File: config.mk
export PLATFORM = sky130hd
export DESIGN_NAME = uart_frame_rx
export DESIGN_NICKNAME = d
export VERILOG_FILES = /design/src/rtl/uart_frame_rx.sv
export SDC_FILE = /design/constraint.sdc
export NUM_CORES = 2
export LEC_CHECK = 0
export ABC_AREA = 1
export CORE_AREA = 8 8 434 436
export CTS_CLUSTER_DIAMETER = 150
export CTS_CLUSTER_SIZE = 16
export DETAILED_ROUTE_END_ITERATION = 12
export DIE_AREA = 0 0 442 444
export PLACE_DENSITY = 0.74
export SYNTH_ARGS = -nofsm -noshare
export SYNTH_HDL_FRONTEND = slang
export SYNTH_SLANG_ARGS = --single-unit
export TNS_END_PERCENT = 10
File: constraint.sdc
create_clock -name sys_clk -period 5.8 [get_ports sys_clk]
set_clock_uncertainty 0.1 [all_clocks]
set_input_delay 0.87 -clock sys_clk [delete_from_list [all_inputs] [get_ports sys_clk]]
set_output_delay 0.87 -clock sys_clk [all_outputs]
set_load 0.05 [all_outputs]
File: src/rtl/uart_frame_rx.sv
// uart_frame_rx
// Deframer for payloads framed as &&payload&& on a byte stream from uart_rx.
// A lone '&' inside a payload is data; only "&&" closes a frame. Good frames
// are published as a flat byte vector plus length with a one-cycle done
// pulse. Overflow, inter-byte timeout and empty frames are dropped with a
// one-cycle error pulse and a held error code.
//
// Ports:
//   sys_clk, sys_rst_n   clock, synchronous active-low reset
//   uart_rx_data/_vld    incoming byte and its one-cycle strobe
//   rx_string            last good payload, byte k at [8k+7:8k], unused bytes 0
//   rx_length            byte count of last good payload
//   rx_done              one-cycle pulse, new payload published
//   rx_busy              high while the deframer is not idle
//   rx_err, rx_err_code  one-cycle drop pulse; code 1 ovf, 2 timeout, 3 empty
module uart_frame_rx #(
  parameter int MAX_LEN     = 137,
  parameter int TIMEOUT_CLK = 1_000_000
) (
  input  logic                   sys_clk,
  input  logic                   sys_rst_n,
  input  logic [7:0]             uart_rx_data,
  input  logic                   uart_rx_vld,
  output logic [8*MAX_LEN-1:0]   rx_string,
  output logic [7:0]             rx_length,
  output logic                   rx_done,
  output logic                   rx_busy,
  output logic                   rx_err,
  output logic [1:0]             rx_err_code
);

  localparam logic [7:0] DELIM     = 8'h26;
  localparam int         TW        = $clog2(TIMEOUT_CLK + 1);
  localparam logic [TW-1:0] TO_LAST = TW'(TIMEOUT_CLK - 1);
  localparam logic [7:0] LEN_MAX   = 8'(MAX_LEN);
  localparam logic [7:0] LEN_MAX2  = 8'(MAX_LEN - 2);

  localparam logic [1:0] ERR_OVF   = 2'd1;
  localparam logic [1:0] ERR_TO    = 2'd2;
  localparam logic [1:0] ERR_EMPTY = 2'd3;

  typedef enum logic [2:0] {
    S_IDLE,
    S_SOF,
    S_PAYLOAD,
    S_AMP,
    S_DONE
  } state_t;

  state_t                   state_q, state_d;
  logic [MAX_LEN-1:0][7:0]  buf_q, buf_d;
  logic [MAX_LEN-1:0][7:0]  str_q, str_d;
  logic [7:0]               cnt_q, cnt_d;
  logic [7:0]               len_q, len_d;
  logic [TW-1:0]            to_q, to_d;
  logic                     done_q, done_d;
  logic                     busy_q, busy_d;
  logic                     err_q, err_d;
  logic [1:0]               code_q, code_d;

  logic is_delim;
  logic in_frame;
  logic timeout;

  assign is_delim = (uart_rx_data == DELIM);
  assign in_frame = (state_q == S_SOF) || (state_q == S_PAYLOAD) || (state_q == S_AMP);
  // A strobe on the expiring cycle wins over the timeout.
  assign timeout  = in_frame && !uart_rx_vld && (to_q == TO_LAST);

  always_comb begin
    state_d = state_q;
    buf_d   = buf_q;
    str_d   = str_q;
    cnt_d   = cnt_q;
    len_d   = len_q;
    done_d  = 1'b0;
    err_d   = 1'b0;
    code_d  = code_q;

    if (uart_rx_vld || !in_frame) to_d = '0;
    else                          to_d = to_q + 1'b1;

    case (state_q)
      S_IDLE, S_DONE: begin
        if (state_q == S_DONE) begin
          str_d  = buf_q;
          len_d  = cnt_q;
          done_d = 1'b1;
        end
        // A byte landing in the DONE cycle is treated as if idle.
        if (uart_rx_vld && is_delim) state_d = S_SOF;
        else                         state_d = S_IDLE;
      end
      S_SOF: begin
        if (uart_rx_vld) begin
          if (is_delim) begin
            state_d = S_PAYLOAD;
            buf_d   = '0;
            cnt_d   = '0;
          end else begin
            state_d = S_IDLE;
          end
        end
      end
      S_PAYLOAD: begin
        if (uart_rx_vld) begin
          if (is_delim) begin
            state_d = S_AMP;
          end else if (cnt_q < LEN_MAX) begin
            for (int k = 0; k < MAX_LEN; k++)
              if (8'(k) == cnt_q) buf_d[k] = uart_rx_data;
            cnt_d = cnt_q + 8'd1;
          end else begin
            state_d = S_IDLE;
            err_d   = 1'b1;
            code_d  = ERR_OVF;
          end
        end
      end
      S_AMP: begin
        if (uart_rx_vld) begin
          if (is_delim) begin
            if (cnt_q == 8'd0) begin
              state_d = S_IDLE;
              err_d   = 1'b1;
              code_d  = ERR_EMPTY;
            end else begin
              state_d = S_DONE;
            end
          end else if (cnt_q <= LEN_MAX2) begin
            // Held-back '&' turned out to be data: write it and this byte.
            for (int k = 0; k < MAX_LEN; k++) begin
              if (8'(k) == cnt_q)         buf_d[k] = DELIM;
              if (8'(k) == cnt_q + 8'd1)  buf_d[k] = uart_rx_data;
            end
            cnt_d   = cnt_q + 8'd2;
            state_d = S_PAYLOAD;
          end else begin
            state_d = S_IDLE;
            err_d   = 1'b1;
            code_d  = ERR_OVF;
          end
        end
      end
      default: state_d = S_IDLE;
    endcase

    if (timeout) begin
      state_d = S_IDLE;
      err_d   = 1'b1;
      code_d  = ERR_TO;
    end

    busy_d = (state_d != S_IDLE);
  end

  always_ff @(posedge sys_clk) begin
    if (!sys_rst_n) begin
      state_q <= S_IDLE;
      buf_q   <= '0;
      str_q   <= '0;
      cnt_q   <= '0;
      len_q   <= '0;
      to_q    <= '0;
      done_q  <= 1'b0;
      busy_q  <= 1'b0;
      err_q   <= 1'b0;
      code_q  <= '0;
    end else begin
      state_q <= state_d;
      buf_q   <= buf_d;
      str_q   <= str_d;
      cnt_q   <= cnt_d;
      len_q   <= len_d;
      to_q    <= to_d;
      done_q  <= done_d;
      busy_q  <= busy_d;
      err_q   <= err_d;
      code_q  <= code_d;
    end
  end

  assign rx_string   = str_q;
  assign rx_length   = len_q;
  assign rx_done     = done_q;
  assign rx_busy     = busy_q;
  assign rx_err      = err_q;
  assign rx_err_code = code_q;

endmodule

# Word-level counts from Yosys, hierarchy flattened
# Cells that the tools add are included.
totals:
  reg_bits: 2236
  latch_bits: 0
  mem_bits_rw: 0
  romBits: 0
  inputBits: 11
  output_inout_bits: 1109
  wordCells: 1478
  n_memories: 0
op_classes:
  add_sub_neg: 3
  mul: 0
  div_mod_pow: 0
  order_cmp: 2
  eq_ne: 569
  n_shift: 0
  muxes: 460
  bitwise_logic: 1
  reduce_logical: 160
ops:
  columns: ["operator", "n"]
  rows:
  - ["1096-bit two-way mux", 8]
  - ["8-bit two-way mux", 419]
  - ["1096-bit case mux with 3 select lines", 1]
  - ["11-bit AND reduction", 137]
  - ["7-bit by 8-bit equality test with 1-bit output, first input constant", 128]
  - ["6-bit by 8-bit equality test with 1-bit output, first input constant", 64]
  - ["3-bit by 1-bit != test with 1-bit output, second input constant", 137]
  - ["2-bit by 1-bit != test with 1-bit output, second input constant", 139]
  - ["5-bit by 8-bit equality test with 1-bit output, first input constant", 32]
  - ["8-bit equality test, first input constant", 18]
  - ["4-bit by 8-bit equality test with 1-bit output, first input constant", 16]
  - ["3-bit by 8-bit equality test with 1-bit output, first input constant", 8]
  - ["2-bit by 8-bit equality test with 1-bit output, first input constant", 4]
  - ["3-bit two-way mux", 8]
  - ["8-bit case mux with 3 select lines", 1]
  - ["20-bit by 1-bit adder with 20-bit output, second input constant", 1]
  - ["20-bit equality test, second input constant", 1]
  - ["2-bit two-way mux", 10]
  - ["1-bit by 8-bit equality test with 1-bit output, first input constant", 2]
  - ["8-bit logical NOT", 2]
  - ["3-bit != test, second input constant", 5]
  - ["2-bit != test, second input constant", 7]
  - ["7-bit AND reduction", 2]
  - ["3-bit case mux with 4 select lines", 1]
  - ["other kinds (24)", 44]

# Longest topological paths before layout
depth:
  ltp_word: 7
  ltp_mapped: 17

# Worst setup path before layout
# Ideal clock, no wire load.
synth_timing:
  kind: "input -> register"
  from: "in uart_rx_data[6]"
  to: "reg buf_q[559] in the netlist's numbering"
  setup_time_ns: 0.115
  t_arrival_ns: 2.452
  slack_ns: 3.133
  cell_stages: 15
  cell_sequence: "inv_1 nand2_1 nor2_1 nand2_1 nand2_1 o21ai_1 nand3_1 nor2_4 buf_6 buf_6 buf_8 buf_4 nand3_1 nand2_1 nor2_1"
synth_between:
  elab_chain_cells: 3
synth_lines:
  columns: ["item", "line", "text"]
  rows:
  - ["start, declared", "22", "input logic [7:0] uart_rx_data,"]
  - ["8-bit by 6-bit equality test with 1-bit output *", "65", "assign is_delim = (uart_rx_data == DELIM);"]
  - ["2-bit != test (no line)", null, null]
  - ["11-bit AND reduction (no line) *", null, null]
  - ["end signal, assigned", "171", "buf_q <= buf_d;"]
  - ["end, declared", "51", "logic [MAX_LEN-1:0][7:0] buf_q, buf_d;"]
# Every way passes the cells marked *; elsewhere a longest branch is shown, timed or not.
# A chain may end at the register's enable or synchronous reset.

# Worst setup path in the final report
layout_timing:
  from: "reg cnt_q[0]"
  to: "reg buf_q[978] in the netlist's numbering"
layout_between:
  elab_chain_cells: 7
layout_lines:
  columns: ["item", "line", "text"]
  rows:
  - ["start, declared", "53", "logic [7:0] cnt_q, cnt_d;"]
  - ["start signal, assigned", "173", "cnt_q <= cnt_d;"]
  - ["8-bit by 1-bit adder with 8-bit output", "134", "if (8'(k) == cnt_q + 8'd1) buf_d[k] = uart_rx_data;"]
  - ["7-bit by 8-bit equality test with 1-bit output", "134", null]
  - ["8-bit two-way mux", "134", null]
  - ["1096-bit two-way mux", "130", "end else if (cnt_q <= LEN_MAX2) begin"]
  - ["1096-bit two-way mux", "122", "if (is_delim) begin"]
  - ["1096-bit two-way mux", "121", "if (uart_rx_vld) begin"]
  - ["1096-bit case mux with 3 select lines", "83", "case (state_q)"]
# Several ways; a longest one is shown, not always the timed one. The select of a mux whose other input is x is not followed.

==> run_results.csv <==
group,metric,value,unit
power_and_ir_drop,clkPwrFrac,37.0,%
clocking,cts_setup_buffers,0,
floorplanning,die_w,442,microns
worst_hold_path,min_to,"rx_string[694]$_SDFFE_PN0P_",
power_and_ir_drop,power_switching,6933,uW
critical_path,worstSetupStartpointType,"flop",
power_and_ir_drop,proportion_of_power_drawn_by_flip_flops_and_latches,56.2,%
sta,rsz0062_at_grt,"no",
critical_path,critical_path.max_stage_delay,0.68,ns
global_routing,grt_start_max_net_pins,298,
critical_path,worstPathCellList,"ha_1 > inv_2 > nor2_4 > nand2_1 > nand2_2 > nand3_1 > nor2_4 > buf_4 > nand2_1 > o21ai_1 > nand2_1 > nand2_1 > nand2_1 > nor2_1",
clocking,clock_tree_root_buffer_cell,"sky130_fd_sc_hd__clkbuf_16",
worst_hold_path,holdCritStartpoint,"buf_q[694]$_SDFFE_PN0P_",
floorplanning,top_level_ports,1120,
clocking,cts.htree.levels,4,
sta,slew_headroom,8.711,%
critical_path,r2r-end,"buf_q[978]$_SDFFE_PN0P_",
global_routing,first_global_vias,78640,
logic_synthesis,syn_avg_cell_area,7.122,sq um
status,status,"complete, no violations",
critical_path,worst_ep_required_time,6.46,ns
routing,via_count,86160,
global_routing,grt_util_all_layers,33.55,%
logic_synthesis,netlist_instances,12700,
logic_synthesis,synth_fp_nets,12720,
clocking,cts_resized,0,
worst_hold_path,timing.hold.worst_path_depth,2,
cells_and_area,nets_final,13210,
logic_synthesis,yosys_register_bits,2236,
floorplanning,die_height,444,microns
critical_path,reg2reg_slack,1.51,ns
routing,drt_pre_antenna_iters,6,
power_and_ir_drop,power.leakage,0.04761,uW
routing,drt-wirelength-per-cell,22.48,microns
sta,setup_viol,0,
run,max_capacitance_violation_count,0,
placement,port-buffer-count,1119,
clocking,tritoncts,"built",
critical_path,critPathLaunch,"cnt_q[0]$_SDFFE_PN0P_",
critical_path,timing.setup.critical_path_class,"flop to flop",
logic_synthesis,synth_top_cells_by_area,"sky130_fd_sc_hd__dfxtp_1, sky130_fd_sc_hd__nand2_1, sky130_fd_sc_hd__a21oi_1",
critical_path,cp_max_fo,30,
logic_synthesis,synthesis.yosys.warnings,0,
logic_synthesis,synth_area,0.09041,sq mm
cells_and_area,flow.area_growth_from_synthesis,17.34,%
clocking,tritoncts.num_buffers,157,
global_routing,grt.overflow.total,0,
sta,final-max-slew-violation-count,0,
clocking,clkTransAtPathRegs,0.08,ns
sta,totalNegativeSetupSlack,0,ns
worst_hold_path,holdCritPathClass,"flop to flop",
sta,timing_worst_slew_pin_value,1.368,ns
sta,achievable-frequency,233.3,MHz
logic_synthesis,synth_top_area_share,49.51,%
critical_path,worstPathArrival,4.95,ns
sta,timing.final.crit_share,73.91,%
routing,route.detailed.drc,0,
cells_and_area,final_layout_size_suffix_gt1_share,3.945,%
placement,hpwlAfterDp,231300,microns
power_and_ir_drop,internal_power,21030,uW
power_and_ir_drop,comb_power_share,6.8,%
floorplanning,start_util,49.76,%
floorplanning,die_area,0.1962,sq mm
logic_synthesis,post-synth-top-area-cell,"sky130_fd_sc_hd__dfxtp_1",
global_routing,grt_first_pass_wirelength,508200,microns
cells_and_area,layout.filler_cells,16480,
routing,number_of_drc_violations_after_detailed_routing_iteration_0,9381,
clocking,clk_latency,0.85,ns
routing,route.final.wire_length,350600,microns
sta,final.min_clock_period,4.287,ns
global_routing,antenna_violations_before_repair,14,
clocking,clock_path_buffers,3,
critical_path,setup.worst_path.end_class,"flop",
critical_path,reg2reg_depth,14,
power_and_ir_drop,totalPowerFinal,27970,uW
power_and_ir_drop,cellPowerDensity,263.6,mW/mm^2
critical_path,slowest_stage,"sky130_fd_sc_hd__dfxtp_1",
logic_synthesis,fraction_of_the_yosys_area_taken_by_sequential_cells,49.51,%
routing,avgViaCountPerCell,5.525,
critical_path,timing.rr.start,"cnt_q[0]$_SDFFE_PN0P_",
power_and_ir_drop,ir_worst_vdd,0.2444,mV
logic_synthesis,netlist-cell-type-count,44,
floorplanning,coreArea,0.1817,sq mm
routing,post_drt_antenna_nets,0,
critical_path,cpMostUsedCell,"sky130_fd_sc_hd__nand2_1",
clocking,cts.sinks,2236,
power_and_ir_drop,power.switching_fraction,24.79,%
floorplanning,num_rows,157,
placement,gp_congestion,0.9094,
sta,final_hold_viol_count,0,
clocking,cts_hold_repair.buffers,0,
kinds of logic after synthesis:
family	synth area share, %
AO/OA/AOI/OAI	17.62
XOR/XNOR	0.05812
adder cells (fa/ha/maj)	0.1384
buffers and inverters	9.102
flip-flops	49.51
AND/OR/NAND/NOR	23.57
registers in the layout, summed over array words and instances, names as in the netlist:
register	flops
buf_q	1096
rx_err	1
rx_err_code	2
rx_string	1096
rx_busy	1
rx_length	8
to_q	20
cnt_q	8
state_q	3
rx_done	1
final cells by class:
type	count	area (sq um)	area share, %
well taps	2385	2984	2.813
clock buffers	165	4054	3.821
clock inverters	7	76.32	0.07195
diodes	6	15.01	0.01415
multi-input cells	8426	37590	35.43
repair buffers	1221	12270	11.57
inverters	1150	4328	4.080
flip-flops and latches	2236	44770	42.20
Yosys cell counts (all sizes together):
cell type  instances
nor3              11
ha                10
nand3            334
xnor2              1
or2                2
o21a               2
clkbuf           642
a21oi           1690
a31oi             11
nor4               2
dfxtp           2236
o22ai              3
inv             1142
a211oi             1
o21ai           1400
xor2               5
a21boi             2
and3               1
clkinv             8
o211ai             1
nand2           2969
nor2            1918
o21bai             9
buf              241
nand4             54
worst max path at each step:
stage,end,slack (ns),cells past startpoint
floorplan,buf_q[559]$_SDFFE_PN0P_,3.13,15
global placement,buf_q[160]$_SDFFE_PN0P_,1.40,11
detailed placement,buf_q[160]$_SDFFE_PN0P_,1.37,11
CTS,buf_q[978]$_SDFFE_PN0P_,1.60,14
global route,buf_q[981]$_SDFFE_PN0P_,1.25,13
finish,buf_q[978]$_SDFFE_PN0P_,1.51,14
critical path: cells and delay by family (launching register included):
family,cells,cell delay (ns)
simple gates,10,1.89
flops,1,0.68
compound gates,1,0.60
buf+inv,2,0.59
fa+ha+maj,1,0.35
per-layer routing:
layer | wire, microns | GRT usage, % | vias up
li1 | - | - | 40950
met1 | 134000 | 40.72 | 39970
met2 | 156700 | 53.39 | 4204
met3 | 30070 | 6.568 | 1023
met4 | 29730 | 23.97 | 10
met5 | 64 | 0 | -
cell usage in the layout, fill, tap and decap left out, drive strengths merged:
cell type,Yosys,routed
nand2,2969,2969
dfxtp,2236,2236
nor2,1918,1918
a21oi,1690,1690
o21ai,1400,1400
inv,1142,1147
clkdlybuf4s50,0,1118
nand3,334,334
clkbuf,642,165
buf,241,103
nand4,54,54
a31oi,11,11
nor3,11,11
ha,10,10
clkinv,8,10
o21bai,9,9
diode,0,6
xor2,5,5
o22ai,3,3
nor4,2,2
o21a,2,2
or2,2,2
a21boi,2,2
and3,1,1
o211ai,1,1
a211oi,1,1
xnor2,1,1
stage by stage:
| stage | hold slack (ns) | worst slack (ns) | area (sq um) | util [%] | cells |
|---|---|---|---|---|---|
| 2_1_floorplan | 0.3175 | 3.133 | 90410 | - | 12700 |
| 3_3_place_gp | 0.3282 | 1.402 | 101900 | 56.10 | 15420 |
| 3_5_place_dp | 0.3416 | 1.369 | 101900 | 56.10 | 15420 |
| 4_1_cts | 0.3285 | 1.597 | 106100 | 58.37 | 15590 |
| 5_1_grt | 0.3623 | 1.245 | 106100 | 58.38 | 15600 |
| 6_report | 0.3461 | 1.513 | 106100 | 58.38 | 15600 |
power groups by stage:
| stage | registers (uW) | clock network (uW) | logic, uW |
|---|---|---|---|
| final | 15700 | 10300 | 1900 |
| after global routing | 15700 | 11000 | 2090 |
| after floorplan | 16100 | 0 | 1330 |
| after global placement | 16100 | 0 | 1810 |
| after detailed placement | 16100 | 0 | 1850 |
| after CTS | 15700 | 10400 | 1860 |
Note: power is estimated with default switching activity, not from simulation.
